**src/rtl/bru_pkg.sv**
```systemverilog
// Shared types and helpers for the EX-stage branch resolve unit.
package bru_pkg;

    typedef enum logic {
        BRU_IDLE  = 1'b0,
        BRU_FLUSH = 1'b1
    } bru_state_e;

    localparam int FLUSH_CNT_W = 3;
    localparam int BRU_MAX_XLEN = 64;

    // Computed at the widest supported XLEN; callers truncate, which keeps pc+4 modulo 2^XLEN.
    function automatic logic [BRU_MAX_XLEN-1:0] next_pc(
        input logic [BRU_MAX_XLEN-1:0] pc,
        input logic [BRU_MAX_XLEN-1:0] target,
        input logic                    taken
    );
        return taken ? target : pc + BRU_MAX_XLEN'(4);
    endfunction

endpackage

```
**src/rtl/bru_perf_cnt.sv**
```systemverilog
// Saturating counter pair: accepted conditional branches and their mispredicts.
module bru_perf_cnt (
    input  logic        i_clk,
    input  logic        i_reset_n,
    input  logic        inc_branch,
    input  logic        inc_mispred,
    output logic [31:0] branch_cnt,
    output logic [31:0] mispred_cnt
);

    logic [1:0]  inc;
    logic [31:0] count [2];

    assign inc = {inc_mispred, inc_branch};

    generate
        for (genvar gi = 0; gi < 2; gi++) begin : gen_cnt
            logic [31:0] count_reg;
            always_ff @(posedge i_clk) begin
                if (!i_reset_n) begin
                    count_reg <= '0;
                end else if (inc[gi] && (count_reg != 32'hFFFF_FFFF)) begin
                    count_reg <= count_reg + 32'd1;
                end
            end
            assign count[gi] = count_reg;
        end
    endgenerate

    assign branch_cnt  = count[0];
    assign mispred_cnt = count[1];

endmodule

```
**src/rtl/branch_resolve_unit.sv**
```systemverilog
// EX-stage branch resolution: redirect/flush on mispredict, predictor update one cycle later.
// Optional performance counters are built when BRU_PERF_CNT_EN is defined.
module branch_resolve_unit
    import bru_pkg::*;
#(
    parameter int FLUSH_CYCLES = 2,
    parameter int XLEN         = 32
) (
    input  logic            i_clk,
    input  logic            i_reset_n,
    input  logic            i_valid,
    input  logic            i_is_branch,
    input  logic            i_is_jump,
    input  logic [XLEN-1:0] i_pc,
    input  logic            i_pred_taken,
    input  logic            i_cmp_taken,
    input  logic [XLEN-1:0] i_target,
    input  logic            i_stall,
    output logic            o_flush,
    output logic            o_redirect_valid,
    output logic [XLEN-1:0] o_redirect_pc,
    output logic            o_bp_wen,
    output logic [XLEN-1:0] o_bp_pc,
    output logic            o_bp_taken,
`ifdef BRU_PERF_CNT_EN
    output logic [31:0]     o_branch_cnt,
    output logic [31:0]     o_mispred_cnt,
`endif
    output logic            o_busy
);

    bru_state_e             state_reg, state_next;
    logic [FLUSH_CNT_W-1:0] cnt_reg, cnt_next;

    logic            accept;
    logic            is_cond;
    logic            actual_taken;
    logic            mispredict;
    logic [XLEN-1:0] correct_pc;

    logic            redirect_valid_reg;
    logic [XLEN-1:0] redirect_pc_reg;
    logic            bp_wen_reg;
    logic [XLEN-1:0] bp_pc_reg;
    logic            bp_taken_reg;

    // Only control-transfer instructions arriving while idle and unstalled are resolved.
    assign accept       = i_valid & ~i_stall & (state_reg == BRU_IDLE) & (i_is_branch | i_is_jump);
    assign is_cond      = i_is_branch & ~i_is_jump;
    assign actual_taken = i_is_jump | (i_is_branch & i_cmp_taken);
    assign mispredict   = accept & (i_pred_taken != actual_taken);
    assign correct_pc   = XLEN'(next_pc(BRU_MAX_XLEN'(i_pc), BRU_MAX_XLEN'(i_target), actual_taken));

    always_ff @(posedge i_clk) begin
        if (!i_reset_n) begin
            state_reg <= BRU_IDLE;
            cnt_reg   <= '0;
        end else begin
            state_reg <= state_next;
            cnt_reg   <= cnt_next;
        end
    end

    always_comb begin
        state_next = state_reg;
        cnt_next   = cnt_reg;
        case (state_reg)
            BRU_IDLE: begin
                if (mispredict) begin
                    state_next = BRU_FLUSH;
                    cnt_next   = FLUSH_CNT_W'(FLUSH_CYCLES);
                end
            end
            BRU_FLUSH: begin
                // Flush length is fixed by the front-end depth, so stalls do not extend it.
                cnt_next = cnt_reg - FLUSH_CNT_W'(1);
                if (cnt_reg <= FLUSH_CNT_W'(1)) begin
                    state_next = BRU_IDLE;
                    cnt_next   = '0;
                end
            end
            default: begin
                state_next = BRU_IDLE;
                cnt_next   = '0;
            end
        endcase
    end

    always_comb begin
        o_flush = (state_reg == BRU_FLUSH);
        o_busy  = (state_reg != BRU_IDLE);
    end

    always_ff @(posedge i_clk) begin
        if (!i_reset_n) begin
            redirect_valid_reg <= 1'b0;
            redirect_pc_reg    <= '0;
            bp_wen_reg         <= 1'b0;
            bp_pc_reg          <= '0;
            bp_taken_reg       <= 1'b0;
        end else begin
            redirect_valid_reg <= mispredict;
            bp_wen_reg         <= accept & is_cond;
            if (mispredict) begin
                redirect_pc_reg <= correct_pc;
            end
            if (accept && is_cond) begin
                bp_pc_reg    <= i_pc;
                bp_taken_reg <= actual_taken;
            end
        end
    end

    assign o_redirect_valid = redirect_valid_reg;
    assign o_redirect_pc    = redirect_pc_reg;
    assign o_bp_wen         = bp_wen_reg;
    assign o_bp_pc          = bp_pc_reg;
    assign o_bp_taken       = bp_taken_reg;

`ifdef BRU_PERF_CNT_EN
    bru_perf_cnt u_perf_cnt (
        .i_clk       (i_clk),
        .i_reset_n   (i_reset_n),
        .inc_branch  (accept & is_cond),
        .inc_mispred (mispredict & is_cond),
        .branch_cnt  (o_branch_cnt),
        .mispred_cnt (o_mispred_cnt)
    );
`endif

endmodule

```
**config.mk**
```make
export PLATFORM = sky130hd
export DESIGN_NAME = branch_resolve_unit
export DESIGN_NICKNAME = d
export VERILOG_FILES = /design/src/rtl/bru_pkg.sv /design/src/rtl/bru_perf_cnt.sv /design/src/rtl/branch_resolve_unit.sv
export SDC_FILE = /design/constraint.sdc
export NUM_CORES = 1
export LEC_CHECK = 0
export ABC_AREA = 1
export CAP_MARGIN = 20
export CORE_MARGIN = 3
export CORE_UTILIZATION = 30
export DETAILED_ROUTE_END_ITERATION = 16
export SYNTH_ARGS = -nofsm -noshare
export SYNTH_HDL_FRONTEND = slang
export SYNTH_SLANG_ARGS = --single-unit
```
**constraint.sdc**
```tcl
create_clock -name i_clk -period 3.2 [get_ports i_clk]
set_clock_uncertainty 0.1 [all_clocks]
set_input_delay 0.64 -clock i_clk [delete_from_list [all_inputs] [get_ports i_clk]]
set_output_delay 0.64 -clock i_clk [all_outputs]
set_load 0.1 [all_outputs]
```
==> flow_metrics.tcl <==
set metrics [dict create \
    clk_path_buf_depth 2 \
    worstSetupEndpoint "cnt_reg[1]" \
    synth.net_count 628 \
    slew_headroom 0.6531 \
    cp-start-kind "primary input" \
    critPathSlowestCell "clkdlybuf4s50_1" \
    r2r-start "o_busy" \
    syn_to_final_growth_pct 44.88 \
    overflow 0 \
    antenna_cells 0 \
    synth-xor-area-share 0.03072 \
    synth_edf_count 0 \
    grt_first_pass_wirelength_um 19670 \
    max_freq_mhz 430.3 \
    crit_family "buffers and inverters" \
    final_cells 830 \
    ys_seq_area_frac 0.3877 \
    pin_count 141 \
    path_cells "clkdlybuf4s50_1 -> nand2_1 -> nand2_2 -> xor2_2 -> nor2_8 -> inv_4 -> o221ai_1 -> nand2_1 -> inv_1" \
    root_buffer "clkbuf_16" \
    cts_tree "done" \
    path_class "primary input to flop" \
    end_kind "flop" \
    cpMostUsedCell "nand2_1" \
    yosys_warnings 0 \
    post-route-util 0.4554 \
    netlist_top_cells_count "nand2_1 (121), nor2_1 (94), a21oi_1 (77)" \
    hold_ws_ns 0.3423 \
    numCtsBuffers 9 \
    power.density_nw_per_um2 476.5 \
    vias 3943 \
    crit_cells 9 \
    crit_path_max_incr_delay_ns 0.54 \
    start_util 0.3143 \
    netlist-cell-type-count 31 \
    async_reset_ff_frac 0 \
    post-route-period-util 0.7262 \
    clock-sinks 71 \
    peakVddDrop_v 0.0001948 \
    io_buffers 140 \
    synthAdderAreaFrac 0.01024 \
    path_buf_inv 3 \
    yosys.area_share.simple 0.3140 \
    fin_setup_tns_ns 0 \
    top_usage_layer "met2" \
    drt-pass1-iter-count 4 \
    crit_required_ns 3.33 \
    avgViaCountPerCell 4.751 \
    htree_num_levels 3 \
    fp.dieH_um 116.5 \
    status "finished, final reports clean" \
    ys_ff_latch 71 \
    yosys_most_used_dff "dfxtp_1" \
    cts_resized 0 \
    worstReg2RegEnd "o_redirect_pc[8]" \
    synth_area_leader_cell "dfxtp_1" \
    grt_pass1_vias 3911 \
    use_met1 0.2344 \
    hold_viol_final 0 \
    core_area_um2 11660 \
    use_met3 0.04974 \
    synth_area_um2 3666 \
    synth_compound_area_frac 0.1706 \
    period_needed_ns 2.324 \
    place_inst 814 \
    worstPathArrival_ns 2.46 \
    nets 757 \
    gp_congestion 0.8810 \
    antenna_found_initial 0 \
    wl_per_cell_um 15.12 \
    grt_setup_unrepaired "no" \
    netlist_instances 553 \
    ant_nets 0 \
    gr-usage-all-layers 0.1848 \
    routed_wl_um 12550 \
    dpl.hpwl_um 9595 \
    cts_hold_buf 0 \
    layout-drive-gt1-share 0.1630 \
    grt_max_degree 68 \
    dieArea_um2 13580 \
    maxSlewViolCount 0 \
    synth_top_family_by_area "simple AND/OR/NAND/NOR gates" \
    rrSetupSlack_ns 1.28 \
    p_leak_nw 2.271 \
    synthDominantCellAreaShare 0.3877 \
    met2_usage 0.3059 \
    die_w_um 116.5 \
    post_synth_mux_area_share 0 \
    path_clk_slew_ns 0.06 \
    finalSetupViolCount 0 \
    synth.most_common_cell "nand2_1" \
    maxCapViolations 0 \
    first_iter_violations 251 \
    total_power_mw 2.531 \
    worstPathMaxFanout 43 \
    num_rows 39 \
    cts_setup_buffers 0 \
    crit_start "i_is_branch" \
    reg2reg_depth 6 \
    tightest_slew_ns 0.5198 \
    yosys-top-cells-area "dfxtp_1 (39%), nand2_1 (12%), a21oi_1 (11%)" \
    syn_area_per_cell_um2 6.629 \
    drc 0 \
    min_path_type "flop to flop" \
    clock_latency_ns 0.33 \
]
-- cell usage in the layout (no fill, tap or decap), types with 2 or more instances in the layout --
cell type        instances
buf_12                   3
nand4_1                  2
o221ai_1                 2
a31oi_1                  5
nand2_1                121
clkbuf_16                9
nand2_2                  2
clkdlybuf4s50_1         71
a21oi_1                 77
o21ai_0                 34
nor2_4                   3
xnor2_1                  2
buf_4                   71
dfxtp_1                 71
inv_1                   46
nor2_2                  12
ha_1                     3
nand3_1                 32
xor2_1                   9
nor2_1                  94
clkbuf_1                 3
-- power breakdown --
group          internal, mW  switching (mW)  leakage [nW]  total (mW)
registers             0.918          0.0197         0.576       0.938
clock network         0.624           0.372         0.140       0.996
logic                 0.179           0.417          1.56       0.597
-- per-layer routing --
metal  wire length, um  vias up
met5                 0        -
met4               304        0
met3               960       20
met2              5683      147
met1              5600     1748
li1                  -     2028
-- worst register-to-register path, cell delays in order, from the launching register on --
cell     delay (ns)
dfxtp_1        0.39
nor3b_2        0.28
o21ai_2        0.13
nor2_8         0.32
inv_4          0.26
a21oi_1        0.23
a21oi_1        0.09
-- area by class of cell --
cell class	instances	area (um^2)
multi-input combinational	407	1932
inverter	48	182.7
tap	143	178.9
timing repair buffer	145	1304
clock inverter	3	42.54
sequential	71	1421
fill	1195	6351
clock buffer	13	250.2
-- metrics by stage --
step           cell area, um^2  setup WS (ns)
2_1_floorplan             3666          1.001
3_3_place_gp              5019         0.5809
3_5_place_dp              5019         0.5293
4_1_cts                   5311         0.8719
5_1_grt                   5311         0.7104
6_report                  5311         0.8762
-- how the worst min path moves through the flow --
stage,start,end,slack (ns),depth (start not counted)
2_1_floorplan,cnt_reg[2],cnt_reg[2],0.36,2
3_3_place_gp,o_bp_pc[1],o_bp_pc[1],0.33,2
3_5_place_dp,o_bp_pc[15],o_bp_pc[15],0.34,2
4_1_cts,o_bp_pc[15],o_bp_pc[15],0.34,2
5_1_grt,o_bp_pc[15],o_bp_pc[15],0.36,2
6_report,o_bp_pc[0],o_bp_pc[0],0.34,2
-- logic make-up (layout without fill, tap and decap cells) --
kind of cell,Yosys count,in the layout
simple gates,271,271
compound gates,121,121
buf+inv,75,209
flops,71,71
xor+xnor,12,12
fa+ha+maj,3,3
Power figures use the tool's default switching activity.
